**config.mk**
```make
export PLATFORM = sky130hd
export DESIGN_NAME = pipe_ctrl_unit_flat
export DESIGN_NICKNAME = d
export VERILOG_FILES = /design/src/rtl/pipe_ctrl_unit_if.sv /design/src/rtl/pipe_ctrl_unit.sv /design/src/flat_wrapper.sv
export SDC_FILE = /design/constraint.sdc
export NUM_CORES = 1
export LEC_CHECK = 0
export CAP_MARGIN = 20
export CORE_MARGIN = 10
export CORE_UTILIZATION = 43
export DETAILED_ROUTE_END_ITERATION = 8
export PLACE_DENSITY = 0.76
export RECOVER_POWER = 100
export REMOVE_ABC_BUFFERS = 1
export SYNTH_ARGS = -nofsm -noshare
export SYNTH_HDL_FRONTEND = slang
export SYNTH_SLANG_ARGS = --single-unit
```
**constraint.sdc**
```tcl
create_clock -name clk -period 2.04 [get_ports clk]
set_input_delay 0.204 -clock clk [delete_from_list [all_inputs] [get_ports clk]]
set_output_delay 0.204 -clock clk [all_outputs]
set_load 0.02 [all_outputs]
```
**src/rtl/pipe_ctrl_unit_if.sv**
```systemverilog
// Control-unit bus: ID-stage instruction and branch outcome in, pipeline
// control bits, forwarding selects and stall/flush requests out.
interface pipe_ctrl_unit_if #(
  parameter int REG_AW = 5
);
  logic              id_valid;
  logic [31:0]       id_instr;
  logic              ex_branch_taken;
  logic              pc_stall;
  logic              ifid_stall;
  logic              ifid_flush;
  logic              id_jump;
  logic              id_sign_ext;
  logic              ex_alu_src;
  logic [2:0]        ex_alu_op;
  logic              ex_branch;
  logic              ex_branch_ne;
  logic              ex_link;
  logic [1:0]        fwd_a;
  logic [1:0]        fwd_b;
  logic              mem_read;
  logic              mem_write;
  logic              wb_reg_write;
  logic              wb_mem_to_reg;
  logic [REG_AW-1:0] wb_dst;
  logic              illegal_op;

  modport master (
    output id_valid, id_instr, ex_branch_taken,
    input  pc_stall, ifid_stall, ifid_flush, id_jump, id_sign_ext,
           ex_alu_src, ex_alu_op, ex_branch, ex_branch_ne, ex_link,
           fwd_a, fwd_b, mem_read, mem_write, wb_reg_write, wb_mem_to_reg,
           wb_dst, illegal_op
  );

  modport slave (
    input  id_valid, id_instr, ex_branch_taken,
    output pc_stall, ifid_stall, ifid_flush, id_jump, id_sign_ext,
           ex_alu_src, ex_alu_op, ex_branch, ex_branch_ne, ex_link,
           fwd_a, fwd_b, mem_read, mem_write, wb_reg_write, wb_mem_to_reg,
           wb_dst, illegal_op
  );
endinterface

```
**src/rtl/pipe_ctrl_unit.sv**
```systemverilog
// Main control for a 5-stage pipeline: ID decode, control word carried through
// ID/EX, EX/MEM and MEM/WB, load-use / RAW stalls, branch/jump flush, forwarding.
module pipe_ctrl_unit #(
  parameter int REG_AW   = 5,
  parameter int LINK_REG = 31,
  parameter bit FWD_EN   = 1'b1
) (
  input logic            clk,
  input logic            rst,
  pipe_ctrl_unit_if.slave bus
);

  localparam logic [5:0] OP_RTYPE = 6'b000000;
  localparam logic [5:0] OP_LW    = 6'b100011;
  localparam logic [5:0] OP_SW    = 6'b101011;
  localparam logic [5:0] OP_BEQ   = 6'b000100;
  localparam logic [5:0] OP_BNE   = 6'b000101;
  localparam logic [5:0] OP_ADDI  = 6'b001000;
  localparam logic [5:0] OP_ADDIU = 6'b001001;
  localparam logic [5:0] OP_ANDI  = 6'b001100;
  localparam logic [5:0] OP_ORI   = 6'b001101;
  localparam logic [5:0] OP_LUI   = 6'b001111;
  localparam logic [5:0] OP_SLTI  = 6'b001010;
  localparam logic [5:0] OP_J     = 6'b000010;
  localparam logic [5:0] OP_JAL   = 6'b000011;

  localparam logic [2:0] ALU_ADD   = 3'b000;
  localparam logic [2:0] ALU_SUB   = 3'b001;
  localparam logic [2:0] ALU_FUNCT = 3'b010;
  localparam logic [2:0] ALU_AND   = 3'b011;
  localparam logic [2:0] ALU_OR    = 3'b100;
  localparam logic [2:0] ALU_LUI   = 3'b101;
  localparam logic [2:0] ALU_SLT   = 3'b110;

  typedef struct packed {
    logic              rw;
    logic              m2r;
    logic              mr;
    logic              mw;
    logic              src;
    logic              sext;
    logic [2:0]        op;
    logic              br;
    logic              ne;
    logic              jump;
    logic              link;
    logic              rs_used;
    logic              rt_used;
    logic              ill;
    logic [REG_AW-1:0] dst;
    logic [REG_AW-1:0] rs;
    logic [REG_AW-1:0] rt;
  } dec_t;

  typedef struct packed {
    logic              rw;
    logic              m2r;
    logic              mr;
    logic              mw;
    logic              src;
    logic [2:0]        op;
    logic              br;
    logic              ne;
    logic              link;
    logic [REG_AW-1:0] dst;
    logic [REG_AW-1:0] rs;
    logic [REG_AW-1:0] rt;
  } idex_t;

  dec_t              id_dec;
  idex_t             idex_q, idex_d;
  logic              exmem_rw_q, exmem_m2r_q, exmem_mr_q, exmem_mw_q;
  logic [REG_AW-1:0] exmem_dst_q;
  logic              memwb_rw_q, memwb_m2r_q;
  logic [REG_AW-1:0] memwb_dst_q;
  logic              illegal_q, illegal_d;

  logic              load_use, raw_stall, branch_flush, stall, jump_go;
  logic              unused_bits;

  logic [5:0]        opcode;
  logic [REG_AW-1:0] f_rs, f_rt, f_rd;

  assign opcode = bus.id_instr[31:26];
  assign f_rs   = REG_AW'(bus.id_instr[25:21]);
  assign f_rt   = REG_AW'(bus.id_instr[20:16]);
  assign f_rd   = REG_AW'(bus.id_instr[15:11]);

  always_comb begin
    id_dec = '0;
    if (bus.id_valid) begin
      id_dec.rs = f_rs;
      id_dec.rt = f_rt;
      case (opcode)
        OP_RTYPE: begin
          id_dec.rw = 1'b1; id_dec.dst = f_rd; id_dec.op = ALU_FUNCT;
          id_dec.rs_used = 1'b1; id_dec.rt_used = 1'b1;
        end
        OP_LW: begin
          id_dec.rw = 1'b1; id_dec.m2r = 1'b1; id_dec.mr = 1'b1;
          id_dec.src = 1'b1; id_dec.sext = 1'b1; id_dec.op = ALU_ADD;
          id_dec.dst = f_rt; id_dec.rs_used = 1'b1;
        end
        OP_SW: begin
          id_dec.mw = 1'b1; id_dec.src = 1'b1; id_dec.sext = 1'b1;
          id_dec.op = ALU_ADD; id_dec.rs_used = 1'b1; id_dec.rt_used = 1'b1;
        end
        OP_BEQ, OP_BNE: begin
          id_dec.br = 1'b1; id_dec.ne = (opcode == OP_BNE);
          id_dec.sext = 1'b1; id_dec.op = ALU_SUB;
          id_dec.rs_used = 1'b1; id_dec.rt_used = 1'b1;
        end
        OP_ADDI, OP_ADDIU: begin
          id_dec.rw = 1'b1; id_dec.src = 1'b1; id_dec.sext = 1'b1;
          id_dec.op = ALU_ADD; id_dec.dst = f_rt; id_dec.rs_used = 1'b1;
        end
        OP_ANDI, OP_ORI, OP_LUI, OP_SLTI: begin
          id_dec.rw = 1'b1; id_dec.src = 1'b1; id_dec.dst = f_rt;
          id_dec.rs_used = (opcode != OP_LUI);
          id_dec.sext = (opcode == OP_SLTI);
          case (opcode)
            OP_ANDI: id_dec.op = ALU_AND;
            OP_ORI:  id_dec.op = ALU_OR;
            OP_LUI:  id_dec.op = ALU_LUI;
            default: id_dec.op = ALU_SLT;
          endcase
        end
        OP_J: id_dec.jump = 1'b1;
        OP_JAL: begin
          id_dec.jump = 1'b1; id_dec.rw = 1'b1; id_dec.link = 1'b1;
          id_dec.dst = REG_AW'(LINK_REG);
        end
        default: begin
          id_dec     = '0;
          id_dec.ill = 1'b1;
        end
      endcase
    end
  end

  // A zero destination never creates a dependency.
  function automatic logic src_hit(input dec_t d, input logic [REG_AW-1:0] dst);
    return (dst != '0) && ((d.rs_used && d.rs == dst) || (d.rt_used && d.rt == dst));
  endfunction

  function automatic logic [1:0] fwd_sel(input logic [REG_AW-1:0] tag,
                                         input logic mem_rw, input logic [REG_AW-1:0] mem_dst,
                                         input logic wb_rw, input logic [REG_AW-1:0] wb_dst);
    if (mem_rw && mem_dst != '0 && mem_dst == tag) return 2'b10;
    if (wb_rw && wb_dst != '0 && wb_dst == tag)    return 2'b01;
    return 2'b00;
  endfunction

  always_comb begin
    load_use     = idex_q.mr & src_hit(id_dec, idex_q.dst);
    raw_stall    = 1'b0;
    if (!FWD_EN) begin
      raw_stall = (idex_q.rw & src_hit(id_dec, idex_q.dst)) |
                  (exmem_rw_q & src_hit(id_dec, exmem_dst_q));
    end
    branch_flush = idex_q.br & (bus.ex_branch_taken ^ idex_q.ne);
    stall        = (load_use | raw_stall) & ~branch_flush;
    jump_go      = id_dec.jump & ~stall & ~branch_flush;
    illegal_d    = id_dec.ill & ~stall & ~branch_flush;
  end

  always_comb begin
    idex_d = '0;
    if (!stall && !branch_flush) begin
      idex_d.rw   = id_dec.rw;
      idex_d.m2r  = id_dec.m2r;
      idex_d.mr   = id_dec.mr;
      idex_d.mw   = id_dec.mw;
      idex_d.src  = id_dec.src;
      idex_d.op   = id_dec.op;
      idex_d.br   = id_dec.br;
      idex_d.ne   = id_dec.ne;
      idex_d.link = id_dec.link;
      idex_d.dst  = id_dec.dst;
      idex_d.rs   = id_dec.rs;
      idex_d.rt   = id_dec.rt;
    end
  end

  always_ff @(posedge clk) begin
    if (rst) begin
      idex_q      <= '0;
      exmem_rw_q  <= 1'b0;
      exmem_m2r_q <= 1'b0;
      exmem_mr_q  <= 1'b0;
      exmem_mw_q  <= 1'b0;
      exmem_dst_q <= '0;
      memwb_rw_q  <= 1'b0;
      memwb_m2r_q <= 1'b0;
      memwb_dst_q <= '0;
      illegal_q   <= 1'b0;
    end else begin
      idex_q      <= idex_d;
      exmem_rw_q  <= idex_q.rw;
      exmem_m2r_q <= idex_q.m2r;
      exmem_mr_q  <= idex_q.mr;
      exmem_mw_q  <= idex_q.mw;
      exmem_dst_q <= idex_q.dst;
      memwb_rw_q  <= exmem_rw_q;
      memwb_m2r_q <= exmem_m2r_q;
      memwb_dst_q <= exmem_dst_q;
      illegal_q   <= illegal_d;
    end
  end

  assign bus.pc_stall      = stall;
  assign bus.ifid_stall    = stall;
  assign bus.ifid_flush    = branch_flush | jump_go;
  assign bus.id_jump       = jump_go;
  assign bus.id_sign_ext   = id_dec.sext;
  assign bus.ex_alu_src    = idex_q.src;
  assign bus.ex_alu_op     = idex_q.op;
  assign bus.ex_branch     = idex_q.br;
  assign bus.ex_branch_ne  = idex_q.ne;
  assign bus.ex_link       = idex_q.link;
  assign bus.fwd_a         = FWD_EN ? fwd_sel(idex_q.rs, exmem_rw_q, exmem_dst_q,
                                              memwb_rw_q, memwb_dst_q) : 2'b00;
  assign bus.fwd_b         = FWD_EN ? fwd_sel(idex_q.rt, exmem_rw_q, exmem_dst_q,
                                              memwb_rw_q, memwb_dst_q) : 2'b00;
  assign bus.mem_read      = exmem_mr_q;
  assign bus.mem_write     = exmem_mw_q;
  assign bus.wb_reg_write  = memwb_rw_q;
  assign bus.wb_mem_to_reg = memwb_m2r_q;
  assign bus.wb_dst        = memwb_dst_q;
  assign bus.illegal_op    = illegal_q;

  // Immediate/funct bits belong to the datapath; tags go unused without forwarding.
  assign unused_bits = ^{bus.id_instr[10:0], idex_q.rs, idex_q.rt};

endmodule

```
**src/flat_wrapper.sv**
```systemverilog
// flat-port wrapper written by rule: the top's interface ports become plain ports
module pipe_ctrl_unit_flat 
#(
  parameter int REG_AW   = 5,
  parameter int LINK_REG = 31,
  parameter bit FWD_EN   = 1'b1
)
  (clk, rst, bus_id_valid, bus_id_instr, bus_ex_branch_taken, bus_pc_stall, bus_ifid_stall, bus_ifid_flush, bus_id_jump, bus_id_sign_ext, bus_ex_alu_src, bus_ex_alu_op, bus_ex_branch, bus_ex_branch_ne, bus_ex_link, bus_fwd_a, bus_fwd_b, bus_mem_read, bus_mem_write, bus_wb_reg_write, bus_wb_mem_to_reg, bus_wb_dst, bus_illegal_op);
  pipe_ctrl_unit_if #(.REG_AW(REG_AW)) bus_i ();
  input logic clk;
  input logic rst;
  input wire logic [$bits(bus_i.id_valid)-1:0] bus_id_valid;
  input wire logic [$bits(bus_i.id_instr)-1:0] bus_id_instr;
  input wire logic [$bits(bus_i.ex_branch_taken)-1:0] bus_ex_branch_taken;
  output wire logic [$bits(bus_i.pc_stall)-1:0] bus_pc_stall;
  output wire logic [$bits(bus_i.ifid_stall)-1:0] bus_ifid_stall;
  output wire logic [$bits(bus_i.ifid_flush)-1:0] bus_ifid_flush;
  output wire logic [$bits(bus_i.id_jump)-1:0] bus_id_jump;
  output wire logic [$bits(bus_i.id_sign_ext)-1:0] bus_id_sign_ext;
  output wire logic [$bits(bus_i.ex_alu_src)-1:0] bus_ex_alu_src;
  output wire logic [$bits(bus_i.ex_alu_op)-1:0] bus_ex_alu_op;
  output wire logic [$bits(bus_i.ex_branch)-1:0] bus_ex_branch;
  output wire logic [$bits(bus_i.ex_branch_ne)-1:0] bus_ex_branch_ne;
  output wire logic [$bits(bus_i.ex_link)-1:0] bus_ex_link;
  output wire logic [$bits(bus_i.fwd_a)-1:0] bus_fwd_a;
  output wire logic [$bits(bus_i.fwd_b)-1:0] bus_fwd_b;
  output wire logic [$bits(bus_i.mem_read)-1:0] bus_mem_read;
  output wire logic [$bits(bus_i.mem_write)-1:0] bus_mem_write;
  output wire logic [$bits(bus_i.wb_reg_write)-1:0] bus_wb_reg_write;
  output wire logic [$bits(bus_i.wb_mem_to_reg)-1:0] bus_wb_mem_to_reg;
  output wire logic [$bits(bus_i.wb_dst)-1:0] bus_wb_dst;
  output wire logic [$bits(bus_i.illegal_op)-1:0] bus_illegal_op;
  assign bus_i.id_valid = bus_id_valid;
  assign bus_i.id_instr = bus_id_instr;
  assign bus_i.ex_branch_taken = bus_ex_branch_taken;
  assign bus_pc_stall = bus_i.pc_stall;
  assign bus_ifid_stall = bus_i.ifid_stall;
  assign bus_ifid_flush = bus_i.ifid_flush;
  assign bus_id_jump = bus_i.id_jump;
  assign bus_id_sign_ext = bus_i.id_sign_ext;
  assign bus_ex_alu_src = bus_i.ex_alu_src;
  assign bus_ex_alu_op = bus_i.ex_alu_op;
  assign bus_ex_branch = bus_i.ex_branch;
  assign bus_ex_branch_ne = bus_i.ex_branch_ne;
  assign bus_ex_link = bus_i.ex_link;
  assign bus_fwd_a = bus_i.fwd_a;
  assign bus_fwd_b = bus_i.fwd_b;
  assign bus_mem_read = bus_i.mem_read;
  assign bus_mem_write = bus_i.mem_write;
  assign bus_wb_reg_write = bus_i.wb_reg_write;
  assign bus_wb_mem_to_reg = bus_i.wb_mem_to_reg;
  assign bus_wb_dst = bus_i.wb_dst;
  assign bus_illegal_op = bus_i.illegal_op;
  pipe_ctrl_unit #(.REG_AW(REG_AW), .LINK_REG(LINK_REG), .FWD_EN(FWD_EN)) u_core (.clk(clk), .rst(rst), .bus(bus_i));
endmodule
```
==> results of run 1 <==
-- cell usage in the layout (no fill, tap or decap), types with 10 or more instances in the layout --
| master | instances |
|---|---|
| buf_4 | 67 |
| buf_6 | 10 |
| clkdlybuf4s50_1 | 16 |
| dfxtp_1 | 34 |
| dlygate4sd3_1 | 18 |
| nand2_1 | 13 |
| nand3_1 | 16 |
| nor2_1 | 12 |
| nor2b_1 | 15 |
| xnor2_1 | 10 |
| xor2_1 | 17 |
-- worst register-to-register path, stage by stage, from the launching register on --
cell and delay [ps]:
dfxtp_2 430, nor4_4 80, buf_4 130, o311a_1 390, o221ai_2 270, o32ai_4 120, buf_4 160, buf_8 130
clkbuf_16 170, nor3_4 180
-- report_power, final --
part | internal, mW | total (mW) | switching, mW
Combinational | 0.168 | 0.339 | 0.170
Clock | 0.399 | 0.668 | 0.269
Sequential | 0.809 | 0.817 | 0.00807
Total | 1.38 | 1.82 | 0.448
-- through the flow --
stage	setup WS, ps	TNS, ps	utilization, %	area (um2)
detailed placement	-975	-16760	66.1	3180
global placement	-965	-16150	66.1	3180
finish	-244	-1270	76.6	3690
global route	-318	-3240	76.6	3690
floorplan	-735	-8930	-	2060
CTS	-236	-845	70.5	3400
-- cells by family (layout without fill, tap and decap cells) --
group	after synthesis	in the layout	share of synthesized area [%]
xor gates and xnor gates	27	27	10.9
DFF	41	41	37.9
and+or+nand+nor	114	114	29.2
buffers and inverters	25	147	6.24
AOI/OAI and AO/OA	43	43	15.8
-- final cells by class --
class	count	area, um2
Multi-Input combinational cell	184	1490
Timing Repair Buffer	132	1150
Fill cell	354	1130
Sequential cell	41	832
Clock buffer	7	86.3
Tap cell	67	83.8
Clock inverter	1	30.0
Inverter	7	26.3
-- what timing repair did --
item | in CTS | in global routing
pin swaps | 15 | 32
endpoints found under the setup margin | 33 | 31
hold buffers | 0 | 0
endpoints found under the hold margin | 0 | 0
gates cloned | 0 | 3
setup buffers | 2 | 5
resized for setup | 70 | 55
-- final timing paths --
kind / start / endpoint / cells after the start
min: bus_id_instr[29] / u_core.bus.ex_alu_op[2]$_SDFF_PP0_ / 4
min reg2reg: u_core.idex_q[25]$_SDFF_PP0_ / u_core.exmem_rw_q$_SDFF_PP0_ / 1
max reg2reg: u_core.idex_q[11]$_SDFF_PP0_ / u_core.idex_q[10]$_SDFF_PP0_ / 9
max: u_core.idex_q[10]$_SDFF_PP0_ / bus_ifid_stall / 7
-- layer usage --
metal / track usage [%] / wire length [um] / up-vias
met1: 17.3 / 2980 / 1119
met2: 28.8 / 4070 / 94
met5: 0 / 0 / -
li1: - / - / 1133
met4: 5.61 / 382 / 0
met3: 4.94 / 464 / 31
==> results.py, run 1 <==
metrics = {
    "floorplanning": {
        "rows": 25,
        "start_util_pct": 45.0,
        "core_mm2": 0.00482,
        "fp.dieW_um": 91.0,
        "ios": 62,
        "die_h_um": 91.0,
        "die_area_mm2": 0.00828,
    },
    "clock_tree": {
        "clkTransAtPathRegs_ps": 80,
        "htreeDepth": 2,
        "insertion_delay_ps": 290,
        "cts_buffers": 5,
        "tritoncts": "done",
        "clockBufferDepth": 2,
        "clockRootBuffer": "clkbuf_8",
        "clkSinkCount": 41,
    },
    "finish": {
        "instances_no_fill": 439,
        "regMostFlops": "u_core.idex_q",
        "drive_gt1_share_pct": 40.6,
        "layout.nets": 407,
        "syn2layout_area_growth_pct": 70.3,
        "n_antenna_cell": 0,
        "largest_reg_flops": 18,
    },
    "run_status": {
        "violations": "setup timing",
        "status": "finished with violations",
    },
    "setup_path": {
        "cp.arrival_ps": 2080,
        "slowest_delay_ps": 380,
        "worst_setup_path_end_kind": "primary output",
        "crit_chain": "nor4_4 -> buf_4 -> o311a_1 -> o221ai_2 -> o32ai_4 -> and2_4 -> buf_6",
        "r2r_slack_ps": -90,
        "crit_type": "flip-flop to primary output",
        "cp_slowest_cell": "dfxtp_4",
        "cp.required_ps": 1840,
        "cp_max_fo": 5,
        "start_kind": "flip-flop",
        "critPathBufInv": 2,
        "crit_family": "compound AO/OA/AOI/OAI gates",
    },
    "sta": {
        "fin_worst_skew_ps": 8.12,
        "slew-limit-headroom_pct": 45.7,
        "finalHoldViolCount": 0,
        "setup_viol": 21,
        "slew_viol_final": 0,
        "rsz0062_at_grt": "true",
        "holdWs_ps": 370,
        "setup_slack_ps": -244,
        "post-route-min-period_ps": 2280,
        "tightest_slew_ps": 814,
        "finalCritPeriodShare_pct": 112,
        "fmax_mhz": 438,
    },
    "global_routing": {
        "grt_start_max_net_pins": 25,
        "grt_overflow_total": 0,
        "first_global_vias": 2294,
        "antenna_found_initial": 0,
        "gr-usage-all-layers_pct": 16.0,
        "grt_pass1_wl_um": 11000,
    },
    "routing": {
        "wl_um": 7900,
        "drc": 0,
        "drt_pass1_iterations": 4,
        "vias": 2377,
        "routed_via_density": 5.41,
        "wl_per_cell_um": 18.0,
        "first_iter_violations": 115,
        "ant_nets": 0,
    },
    "logic_synthesis": {
        "yosys-top-cells-area": "dfxtp_1, xor2_1, nor2b_1",
        "synth-warning-count": 0,
        "async_flop_share_pct": 0,
        "synth-edff-count": 0,
        "synth.top_cell.area_share_pct": 37.9,
        "synth_common_cells": "dfxtp_1, nor3_1, xor2_1, nand3_1, nor2b_1",
        "ys_ff_latch": 41,
        "syn-instance-count": 250,
        "synth_most_common_cell": "dfxtp_1",
        "dominantRegCellSynth": "dfxtp_1",
        "synth_area_mm2": 0.00217,
        "yosys.area.top_type": "dfxtp_1",
        "yosysSeqAreaShare_pct": 37.9,
        "netlist-cell-type-count": 46,
        "syn_area_per_cell_um2": 8.67,
    },
    "min_path": {
        "hp-class": "input port to flip-flop",
    },
    "power_and_ir_drop": {
        "power_density_mw_per_mm2": 494,
        "power_mw": 1.82,
        "worst_ir_drop_vdd_mv": 0.452,
        "p_leak_nw": 1.62,
    },
    "place": {
        "numPortBuffers": 50,
        "place_congestion": 0.960,
        "placedCellCount": 421,
        "dp_hpwl_um": 5400,
    },
    "run": {
        "cap_violations": 0,
    },
}
Power figures use the tool's default switching activity.
==> run 2: changes to the inputs <==
--- a/config.mk
+++ b/config.mk
@@ -9,9 +9,11 @@
 export CORE_MARGIN = 10
 export CORE_UTILIZATION = 43
 export DETAILED_ROUTE_END_ITERATION = 8
+export MAX_ROUTING_LAYER = met4
 export PLACE_DENSITY = 0.76
 export RECOVER_POWER = 100
 export REMOVE_ABC_BUFFERS = 1
+export SLEW_MARGIN = 30
 export SYNTH_ARGS = -nofsm -noshare
 export SYNTH_HDL_FRONTEND = slang
 export SYNTH_SLANG_ARGS = --single-unit
==> results.py, run 2 (same netlist as run 1, synthesis figures left out) <==
metrics = {
    "global_routing": {
        "grt_overflow_total": 0,
        "gr-usage-all-layers_pct": 19.3,
        "first_global_vias": 2479,
        "grt_pass1_wl_um": 12700,
        "antenna_found_initial": 0,
        "grt_start_max_net_pins": 17,
    },
    "routing": {
        "drt_pass1_iterations": 4,
        "first_iter_violations": 111,
        "wl_per_cell_um": 18.5,
        "routed_via_density": 5.39,
        "vias": 2400,
        "ant_nets": 0,
        "drc": 0,
        "wl_um": 8210,
    },
    "place": {
        "postPlaceCellArea_mm2": 0.00318,
        "placedCellCount": 421,
        "dp_hpwl_um": 5290,
        "numPortBuffers": 50,
        "place_congestion": 0.950,
    },
    "clock_tree": {
        "tritoncts": "done",
        "cts_hold_buf": 0,
        "htreeDepth": 2,
        "insertion_delay_ps": 300,
        "clockBufferDepth": 2,
        "cts_buffers": 5,
        "clkTransAtPathRegs_ps": 80,
        "clkSinkCount": 41,
        "clockRootBuffer": "clkbuf_8",
    },
    "setup_path": {
        "crit_type": "flip-flop to primary output",
        "worst_setup_path_end_kind": "primary output",
        "start_kind": "flip-flop",
        "cp.required_ps": 1840,
        "cp.arrival_ps": 2070,
        "cp_max_fo": 4,
    },
    "run_status": {
        "violations": "setup timing",
        "status": "finished with violations",
    },
    "finish": {
        "instances_no_fill": 445,
        "largest_reg_flops": 18,
        "regMostFlops": "u_core.idex_q",
        "layout.nets": 413,
        "final_area_mm2": 0.00381,
        "syn2layout_area_growth_pct": 76.0,
        "final_common_cell": "buf_4",
        "drive_gt1_share_pct": 42.1,
        "n_antenna_cell": 0,
        "layout_common_cells": "buf_4, dfxtp_1, dlygate4sd3_1",
        "nFillCells": 319,
    },
    "floorplanning": {
        "die_h_um": 91.0,
        "die_area_mm2": 0.00828,
        "start_util_pct": 45.0,
        "ios": 62,
        "fp.dieW_um": 91.0,
        "core_mm2": 0.00482,
        "rows": 25,
    },
    "sta": {
        "post-route-min-period_ps": 2270,
        "rsz0062_at_grt": "true",
        "slew_viol_final": 0,
        "tightest_slew_ps": 769,
        "setup_slack_ps": -229,
        "finalHoldViolCount": 0,
        "setup_viol": 28,
        "finalSetupTns_ps": -3770,
        "fmax_mhz": 441,
        "finalCritPeriodShare_pct": 111,
        "fin_worst_skew_ps": 7.67,
        "slew-limit-headroom_pct": 48.7,
    },
    "min_path": {
        "hp-class": "input port to flip-flop",
    },
    "power_and_ir_drop": {
        "power_mw": 1.83,
        "power_density_mw_per_mm2": 481,
        "p_leak_nw": 1.65,
        "worst_ir_drop_vdd_mv": 0.349,
    },
    "run": {
        "cap_violations": 0,
    },
}
## run 2: cell types whose count changed in the layout (fill, tap and decap cells not counted), moves of 3 or more
cell | before | now
nor3_2 | 4 | 9
nor3_4 | 6 | 2
clkbuf_2 | 6 | 1
buf_6 | 10 | 16
buf_12 | 1 | 4
## run 2: path summary, 6_finish.rpt
path / start / end / slack, ps / cells past startpoint
worst min register to register: u_core.idex_q[25]$_SDFF_PP0_ / u_core.exmem_rw_q$_SDFF_PP0_ / 440 / 1
worst max register to register: u_core.idex_q[10]$_SDFF_PP0_ / u_core.idex_q[14]$_SDFF_PP0_ / -190 / 11
worst min-delay path: bus_id_instr[28] / u_core.bus.ex_branch$_SDFF_PP0_ / 350 / 4
worst max-delay path: u_core.idex_q[10]$_SDFF_PP0_ / bus_ifid_stall / -230 / 7
## run 2: power breakdown
group	leakage [nW]	internal [mW]	switching (mW)	total, mW
Sequential	0.335	0.808	0.00879	0.817
Combinational	1.26	0.175	0.173	0.347
Clock	0.0585	0.399	0.272	0.670
## run 2: area by class of cell
| cell class | count | area (um2) | area share (%) |
|---|---|---|---|
| inverters | 7 | 26.3 | 0.689 |
| multi-input cells | 184 | 1500 | 39.3 |
| clock inverters | 1 | 30.0 | 0.787 |
| well taps | 67 | 83.8 | 2.20 |
| repair buffers | 138 | 1260 | 32.9 |
| flip-flops and latches | 41 | 835 | 21.9 |
| clock buffers | 7 | 86.3 | 2.26 |
## run 2: per-stage QoR
step / worst slack (ps) / util [%] / hold slack [ps]
floorplan: -735 / - / 271
global placement: -967 / 66.1 / 418
detailed placement: -1020 / 66.1 / 425
CTS: -263 / 76.3 / 335
global route: -345 / 79.2 / 368
finish: -229 / 79.2 / 350
## run 2: routing by layer
layer	wire length (um)	track usage (%)	vias up
met5	0	-	-
met4	363	11.0	0
met3	431	4.28	36
met2	4280	33.2	95
met1	3140	20.0	1120
li1	-	-	1149
## run 2: worst max-delay path, cell delays in order, from the launching register on
cell	delay [ps]
dfxtp_4	380
nor4_4	300
buf_4	150
o311a_1	210
o221ai_2	140
o32ai_4	270
and2_4	200
buf_6	110
## run 2: what timing repair did
action                     CTS  global route
setup endpoints to repair   33            31
gates resized for setup    108            35
pin swaps                   35            23
cloned                       3             0
setup buffers               10             4
==> run 3: changes to the inputs <==
--- a/config.mk
+++ b/config.mk
@@ -5,13 +5,14 @@
 export SDC_FILE = /design/constraint.sdc
 export NUM_CORES = 1
 export LEC_CHECK = 0
-export CAP_MARGIN = 20
+export CAP_MARGIN = 0
 export CORE_MARGIN = 10
 export CORE_UTILIZATION = 43
 export DETAILED_ROUTE_END_ITERATION = 8
+export HOLD_SLACK_MARGIN = 0.1
 export MAX_ROUTING_LAYER = met4
 export PLACE_DENSITY = 0.76
-export RECOVER_POWER = 100
+export RECOVER_POWER = 25
 export REMOVE_ABC_BUFFERS = 1
 export SLEW_MARGIN = 30
 export SYNTH_ARGS = -nofsm -noshare
==> results.py, run 3 (same netlist as run 1, synthesis figures left out) <==
metrics = {
    "run_status": {
        "status": "finished with violations",
        "violations": "setup timing",
    },
    "clock_tree": {
        "insertion_delay_ps": 290,
        "htreeDepth": 2,
        "clockRootBuffer": "clkbuf_8",
        "tritoncts": "done",
        "clockBufferDepth": 2,
        "cts_buffers": 5,
        "clkSinkCount": 41,
        "clkTransAtPathRegs_ps": 80,
    },
    "place": {
        "dp_hpwl_um": 5290,
        "placedCellCount": 421,
        "postPlaceCellArea_mm2": 0.00318,
        "numPortBuffers": 50,
        "place_congestion": 0.950,
    },
    "sta": {
        "tightest_slew_ps": 764,
        "post-route-min-period_ps": 2270,
        "fmax_mhz": 441,
        "slew_viol_final": 0,
        "finalSetupTns_ps": -3750,
        "rsz0062_at_grt": "true",
        "setup_slack_ps": -230,
        "finalCritPeriodShare_pct": 111,
        "slew-limit-headroom_pct": 49.1,
        "finalHoldViolCount": 0,
        "setup_viol": 28,
        "fin_worst_skew_ps": 7.49,
    },
    "min_path": {
        "hold_path_depth": 4,
        "min_from": "bus_id_instr[28]",
        "hp-class": "input port to flip-flop",
        "hold_path_end": "u_core.bus.ex_branch$_SDFF_PP0_",
    },
    "finish": {
        "n_antenna_cell": 0,
        "drive_gt1_share_pct": 42.9,
        "utilization_pct": 79.4,
        "layout.nets": 413,
        "final_area_mm2": 0.00382,
        "largest_reg_flops": 18,
        "instances_no_fill": 445,
        "regMostFlops": "u_core.idex_q",
        "final_common_cell": "buf_4",
        "layout_common_cells": "buf_4, dfxtp_1, clkdlybuf4s50_1",
        "syn2layout_area_growth_pct": 76.4,
    },
    "routing": {
        "drt_pass1_iterations": 4,
        "vias": 2421,
        "wl_um": 8250,
        "wl_per_cell_um": 18.5,
        "ant_nets": 0,
        "drc": 0,
        "first_iter_violations": 170,
        "routed_via_density": 5.44,
    },
    "setup_path": {
        "cp_max_fo": 4,
        "cp.required_ps": 1840,
        "start_kind": "input port",
        "r2r_slack_ps": -170,
        "crit_type": "input port to primary output",
        "r2r_cells": 10,
        "worst_setup_path_end_kind": "primary output",
        "cp_slowest_cell": "clkdlybuf4s50_1",
        "path_depth": 8,
        "critPathBufInv": 3,
        "crit_chain": "clkdlybuf4s50_1 -> nor2b_2 -> buf_4 -> o21a_1 -> a32oi_2 -> o32ai_4 -> and2_4 -> buf_6",
        "cp.arrival_ps": 2070,
        "worstReg2RegStart": "u_core.idex_q[10]$_SDFF_PP0_",
        "r2r_end": "u_core.idex_q[25]$_SDFF_PP0_",
        "slowest_delay_ps": 480,
        "crit_family": "buffers and inverters",
    },
    "global_routing": {
        "grt_start_max_net_pins": 17,
        "grt_pass1_wl_um": 12700,
        "antenna_found_initial": 0,
        "grt_overflow_total": 0,
        "gr-usage-all-layers_pct": 19.3,
        "first_global_vias": 2479,
    },
    "floorplanning": {
        "rows": 25,
        "fp.dieW_um": 91.0,
        "die_area_mm2": 0.00828,
        "ios": 62,
        "start_util_pct": 45.0,
        "core_mm2": 0.00482,
        "die_h_um": 91.0,
    },
    "run": {
        "cap_violations": 0,
    },
    "power_and_ir_drop": {
        "power_mw": 1.84,
        "p_leak_nw": 1.60,
        "power_density_mw_per_mm2": 481,
        "worst_ir_drop_vdd_mv": 0.350,
    },
}
run 3: changes by cell type in the layout (fill, tap and decap cells not counted):
| cell | change |
|---|---|
| clkdlybuf4s50_1 | +17 |
| dlygate4sd3_1 | -17 |
| buf_4 | +4 |
| clkbuf_1 | -3 |
| clkbuf_4 | -2 |
| clkbuf_2 | +1 |
run 3: worst max path at each step:
stage	start	slack, ps	endpoint
2_1_floorplan	bus_id_instr[31]	-730	bus_ifid_stall
3_3_place_gp	bus_id_instr[28]	-970	bus_pc_stall
3_5_place_dp	bus_id_instr[28]	-1020	bus_ifid_stall
4_1_cts	u_core.idex_q[11]$_SDFF_PP0_	-260	bus_ifid_stall
5_1_grt	u_core.idex_q[10]$_SDFF_PP0_	-340	bus_ifid_stall
6_report	bus_id_valid	-230	bus_ifid_stall
run 3: worst register-to-register path: stages, from the launching register on:
cell and delay [ps]:
dfxtp_4 380, xnor2_1 130, a311o_1 350, o311a_1 140, o221ai_2 240, o32ai_4 120, buf_4 150, buf_6 110
buf_12 130, buf_12 140, nor4b_4 240
run 3: through the flow:
stage               hold WS [ps]  setup slack (ps)
floorplan                    271              -735
global placement             418              -967
detailed placement           425             -1020
CTS                          335              -263
global route                 368              -345
finish                       347              -230
run 3: timing repair:
item / CTS / global route
resized for setup: 108 / 35
setup buffers: 10 / 4
cloned: 3 / 0
setup endpoints to repair: 33 / 31
hold buffers: 0 / 0
pin swaps: 35 / 23
run 3: final cells by class:
| class | instances | area (um2) |
|---|---|---|
| Clock inverter | 1 | 30.0 |
| Fill cell | 314 | 993 |
| Sequential cell | 41 | 835 |
| Inverter | 7 | 26.3 |
| Tap cell | 67 | 83.8 |
| Multi-Input combinational cell | 184 | 1500 |
| Timing Repair Buffer | 138 | 1260 |
| Clock buffer | 7 | 86.3 |
run 3: layer usage:
layer | up-vias | global-route usage [%] | routed length, um
li1 | 1146 | - | -
met1 | 1127 | 20.0 | 3030
met2 | 110 | 33.2 | 4330
met3 | 38 | 4.28 | 549
met4 | 0 | 11.0 | 338
met5 | - | - | 0
run 3: report_power, final:
part | internal, mW | switching [mW] | total [mW]
sequential | 0.808 | 0.00889 | 0.817
combinational | 0.178 | 0.173 | 0.351
clock | 0.399 | 0.271 | 0.670
